### src/rtl/mem_store_narrow.sv
// mem_store_narrow: MEM-stage store unit, narrows rt to byte/half/word lanes and writes data memory via req/ack
// Ports:
//   clk, rst_n            clock, asynchronous active-low reset
//   st_valid/st_ready     store handshake from EX/MEM (ready is combinational from state and mem_ack)
//   st_size/addr/data     00 byte, 01 half, 10 word, 11 illegal; byte address; rt value
//   mem_req/mem_ack       write request to data memory, accepted when both high
//   mem_addr/wdata/be     word address, lane-steered data, big-endian byte enables (be[3] = offset 0)
//   st_exc/st_exc_addr    one-cycle AdES pulse and faulting address
//   st_count              completed stores, wraps modulo 2^CNT_W
module mem_store_narrow #(
    parameter int CNT_W = 16
) (
    input  logic             clk,
    input  logic             rst_n,
    input  logic             st_valid,
    output logic             st_ready,
    input  logic [1:0]       st_size,
    input  logic [31:0]      st_addr,
    input  logic [31:0]      st_data,
    output logic             mem_req,
    input  logic             mem_ack,
    output logic [31:0]      mem_addr,
    output logic [31:0]      mem_wdata,
    output logic [3:0]       mem_be,
    output logic             st_exc,
    output logic [31:0]      st_exc_addr,
    output logic [CNT_W-1:0] st_count
);
    typedef enum logic {IDLE, REQ} state_t;
    state_t             state_q, state_d;
    logic [31:0]        mem_addr_q, mem_addr_d, mem_wdata_q, mem_wdata_d;
    logic [31:0]        st_exc_addr_q, st_exc_addr_d;
    logic [3:0]         mem_be_q, mem_be_d;
    logic               st_exc_q, st_exc_d;
    logic [CNT_W-1:0]   st_count_q, st_count_d;
    logic               accept, illegal, done;

    assign st_ready = (state_q == IDLE) | ((state_q == REQ) & mem_ack);
    assign accept   = st_valid & st_ready;
    assign done     = (state_q == REQ) & mem_ack;
    assign illegal  = (st_size == 2'b11) | ((st_size == 2'b01) & st_addr[0]) |
                      ((st_size == 2'b10) & (|st_addr[1:0]));

    // A new legal store overrides the completion of the old one, keeping mem_req high back to back.
    always_comb begin
        state_d       = done ? IDLE : state_q;
        mem_addr_d    = mem_addr_q;
        mem_wdata_d   = mem_wdata_q;
        mem_be_d      = mem_be_q;
        st_exc_d      = accept & illegal;
        st_exc_addr_d = (accept & illegal) ? st_addr : st_exc_addr_q;
        st_count_d    = st_count_q + CNT_W'(done);
        if (accept && !illegal) begin
            state_d     = REQ;
            mem_addr_d  = {st_addr[31:2], 2'b00};
            mem_wdata_d = (st_size == 2'b00) ? {4{st_data[7:0]}} :
                          (st_size == 2'b01) ? {2{st_data[15:0]}} : st_data;
            mem_be_d    = (st_size == 2'b00) ? (4'b1000 >> st_addr[1:0]) :
                          (st_size == 2'b01) ? (st_addr[1] ? 4'b0011 : 4'b1100) : 4'b1111;
        end
    end

    always_ff @(posedge clk or negedge rst_n) begin
        if (!rst_n) begin
            state_q       <= IDLE;
            mem_addr_q    <= '0;
            mem_wdata_q   <= '0;
            mem_be_q      <= '0;
            st_exc_q      <= 1'b0;
            st_exc_addr_q <= '0;
            st_count_q    <= '0;
        end else begin
            state_q       <= state_d;
            mem_addr_q    <= mem_addr_d;
            mem_wdata_q   <= mem_wdata_d;
            mem_be_q      <= mem_be_d;
            st_exc_q      <= st_exc_d;
            st_exc_addr_q <= st_exc_addr_d;
            st_count_q    <= st_count_d;
        end
    end

    assign mem_req     = (state_q == REQ);
    assign mem_addr    = mem_addr_q;
    assign mem_wdata   = mem_wdata_q;
    assign mem_be      = mem_be_q;
    assign st_exc      = st_exc_q;
    assign st_exc_addr = st_exc_addr_q;
    assign st_count    = st_count_q;
endmodule

### config.mk
export PLATFORM = sky130hd
export DESIGN_NAME = mem_store_narrow
export DESIGN_NICKNAME = d
export VERILOG_FILES = /design/src/rtl/mem_store_narrow.sv
export SDC_FILE = /design/constraint.sdc
export NUM_CORES = 1
export LEC_CHECK = 0
export CAP_MARGIN = 5
export CORE_AREA = 5 5 174 134
export CTS_BUF_LIST = sky130_fd_sc_hd__clkbuf_2 sky130_fd_sc_hd__clkbuf_4 sky130_fd_sc_hd__clkbuf_8
export DETAILED_ROUTE_END_ITERATION = 10
export DIE_AREA = 0 0 179 139
export PLACE_DENSITY = 0.49
export REMOVE_ABC_BUFFERS = 1
export SYNTH_ARGS = -nofsm -noshare
export SYNTH_HDL_FRONTEND = slang
export SYNTH_SLANG_ARGS = --single-unit
### constraint.sdc
create_clock -name clk -period 3.6 [get_ports clk]
set_clock_uncertainty 0.15 [all_clocks]
set_input_delay 1.08 -clock clk [delete_from_list [all_inputs] [get_ports clk]]
set_output_delay 1.08 -clock clk [all_outputs]
set_load 0.02 [all_outputs]
==> results by group <==
Yosys
  • Post-synthesis mux area share: 29.50%
  • Combinational family with the most area after synthesis: multiplexers
  • Count of yosys warnings during synthesis: 0
  • Top cells by area, synth: sky130_fd_sc_hd__dfrtp_1, sky130_fd_sc_hd__mux2_4, sky130_fd_sc_hd__mux2_2
  • Summed instance area of the synthesized netlist: approximately 5200 µm²
  • Number of enable-type register cells in the synthesized netlist: 0
  • Async set or reset register ratio after synthesis: 100.0%
  • Post-Syn Area per Cell: 15.04 µm²
  • FF+latch count, synth: around 120
  • Simple-Gate Fraction of Synth Area: 5.259%
  • Leading register cell type out of synthesis: sky130_fd_sc_hd__dfrtp_1
  • Share of synthesized cell area in full adder, half adder and majority cells: 0.7172%
  • Post-synthesis xor/xnor area fraction: 2.510%
  • Number of instances in the synthesized netlist: 348
  • Portion of synthesized cell area occupied by the leading cell type: between 50% and 60%
  • Synthesized-area fraction occupied by ao, oa, aoi and oai cells: under 10%
  • Portion of the post-synthesis area used by sequential elements: between 50% and 60%
  • Largest area contributor in the synthesized netlist: sky130_fd_sc_hd__dfrtp_1
  • Post-synth cell types: 38

Pwr
  • Final Total Pwr: between 4 and 5 mW
  • Internal Pwr Total: ~3.2 mW
  • Share of power burned in registers: 37.5%
  • Total leakage power: roughly 3.5 nW
  • Fraction of power spent switching nets: about a third
  • Power share of the combinational group: about a third
  • Maximum resistive drop on vdd: between 200 and 300 µV
  • Net switching power of the design: approximately 1.5 mW
  • Total power density per cell area: around 600 nW/µm²
  • Relative contribution of the clock network to total power: ~29%

CTS
  • Hold buffer count at CTS: 0
  • H-tree depth: 4
  • Clock sink count: between 100 and 150
  • Cts bufs inserted: 17
  • Longest Clk Path Bufs: 2
  • CTS clock-pin slew for the worst setup and hold paths: 0.08 ns
  • Cell at the root of the clock tree: sky130_fd_sc_hd__clkbuf_8
  • Resized cells post-CTS: 0
  • Clock Latency Late Sink: between 0.4 and 0.5 ns
  • Buffers inserted during post-CTS setup optimization: 0
  • TritonCTS clock tree: built

STA
  • Worst Tran Pin Value: between 0.5 and 0.6 ns
  • Max-slew violations: 0
  • Peak clock frequency supported by timing: 284.7 MHz
  • Setup repair after global routing missed its margin: false
  • Count of final setup violators: 0
  • Worst slew margin: 62.43%
  • Total count of hold-check failures in the final report: 0
  • Final setup TNS: 0 ns
  • Post-route clock period utilization: between 90% and 100%
  • Final Critical Period: 3.513 ns

Worst setup path
  • Startpoint of the worst-slack reg-to-reg timing path: mem_req
  • Arrival time of data at the critical path endpoint: between 2 and 2.5 ns
  • Type of destination of the critical path: primary output
  • Largest driver fanout on the critical path: 2
  • Worst reg-to-reg setup slack: roughly 1.8 ns
  • Nature of the critical path startpoint: primary input
  • R2R Path End: st_count[14]
  • Critical path type: in -> out
  • Worst EP required: 2.37 ns
  • Origin of the worst setup path: mem_ack
  • Number of cells on the worst reg-to-reg path: 6

Placed design
  • Post-detailed-placement half-perimeter wirelength: 10.51 mm
  • Gp weighted congestion: about 0.74
  • Port bufs: 186

Global route
  • Pin count of the biggest net entering global routing: between 60 and 70
  • First-pass GRT wire length: 23.05 mm
  • Vias in the first global route: between 3000 and 4000
  • All-Layer GR Usage: between 10% and 20%
  • Sum of overflow across all layers after global routing: 0
  • Initial antenna violation count: 0

Detailed routing
  • Detailed route wirelength on metal2: ~6.4 mm
  • WL met1: 6.772 mm
  • Length of the first detailed-routing pass in iterations: 4
  • Total number of vias: 3540
  • Total Wirelength: 14.61 mm
  • Highest routing layer actually used: met4
  • Met3 routed WL: ~1.3 mm
  • Post-detailed-route via-to-cell ratio: about 4.1
  • Number of remaining DRC errors: 0
  • Final antenna-violating net count: 0
  • Count of routing violations after the opening detailed-route iteration: between 100 and 150
  • Routed length per placed instance: 17.06 µm

Die
  • Core Area: 21580 µm²
  • Die area: 24880 µm²
  • Initial standard-cell utilization of the core: 24.25%
  • Row cnt: 47
  • Overall die width: approximately 180 µm
  • Number of placed I/O pins: 189
  • Die span in y: ~140 µm

Finish
  • Total of fill cells in the finished design: about 2100
  • Top library cells by usage in the layout, fill and taps aside: sky130_fd_sc_hd__clkdlybuf4s50_1, sky130_fd_sc_hd__dfrtp_1, sky130_fd_sc_hd__mux2_4
  • Antenna diode count: 0
  • Net count of the finished layout: 622
  • Area Growth Syn to Fin: 51.04%
  • Fraction of layout instances using a drive strength above 1: between 20% and 30%
  • Leading cell type in the layout, fill and taps excluded: sky130_fd_sc_hd__clkdlybuf4s50_1

Run status
  • Status: finished, final reports clean

Run
  • Number of max-capacitance violations reported: 0

Min path
  • Worst min-delay path startpoint: st_count[15]
  • Path class of the lowest-slack min-delay path: reg -> reg
  • Cell depth of the worst hold path: 1
  • Worst min-delay path endpoint: st_count[15]
-- through the flow --
step                      util [%]  hold WS (ns)  cells  cell area (µm²)  worst slack (ns)
final                        36.63        0.3296    856             7905           0.08714
after global routing         36.63        0.3441    856             7905           0.04238
after CTS                    36.63        0.3383    856             7905           0.08340
after detailed placement     34.55        0.3270    824             7457           0.09554
after global placement       34.55        0.3149    824             7457           0.08740
after floorplan                  -        0.4277    330             5075            0.1295
-- flip-flops by register name (all words and copies together), names as in the netlist --
name / flops
mem_wdata: 32
st_exc_addr: 32
mem_addr: 30
st_count: 16
mem_be: 4
mem_req: 1
st_exc: 1
-- worst max-delay path, stage by stage --
cell,delay (ns)
sky130_fd_sc_hd__clkdlybuf4s50_1,0.47
sky130_fd_sc_hd__nand2b_1,0.12
sky130_fd_sc_hd__clkdlybuf4s50_1,0.61
-- metal layers --
layer  vias to the layer above  global-route usage [%]
li1                       1652                       -
met1                      1755                   16.12
met2                       124                   17.34
met3                         9                   5.206
met4                         0                   3.391
met5                         -                       0
-- cell families (layout without fill, tap and decap cells) --
logic type	Yosys count	after routing
buf+inv	21	234
compound gates	22	22
mux	118	118
other cells	1	2
flops	116	116
fa+ha+maj	3	3
simple gates	52	52
xor+xnor	15	15
-- cell type report --
| class | count | area [µm²] | area share [%] |
|---|---|---|---|
| multi-input combinational | 212 | 2165 | 27.38 |
| clock inverter | 14 | 200.2 | 2.532 |
| inverter | 2 | 7.507 | 0.09497 |
| clock buffer | 18 | 247.7 | 3.134 |
| sequential | 116 | 2903 | 36.72 |
| timing repair buffer | 200 | 2014 | 25.48 |
| tap | 294 | 367.9 | 4.653 |
-- worst max-delay path by stage --
| stage | to | slack, ns |
|---|---|---|
| finish | st_ready | 0.09 |
| global route | st_ready | 0.04 |
| CTS | st_ready | 0.08 |
| detailed placement | st_ready | 0.1 |
| global placement | st_ready | 0.09 |
| floorplan | mem_addr[10] | 0.13 |
-- cells in the mapped netlist (all sizes together) (3+ instances only) --
master,number
mux2i,8
buf,17
nand3,9
nand2,16
nor2b,3
xor2,12
nor3,3
o21ai,10
xnor2,3
nand4,6
dfrtp,116
nor2,5
nor4,5
mux2,110
ha,3
-- power by group through the flow --
stage	Sequential (mW)	Combinational, mW	Clock [mW]
2_1_floorplan	2.11	0.434	0
3_3_place_gp	1.78	1.59	0
3_5_place_dp	1.79	1.60	0
4_1_cts	1.77	1.60	1.44
5_1_grt	1.81	1.66	1.49
6_report	1.77	1.57	1.39
Note: power is estimated with default switching activity, not from simulation.
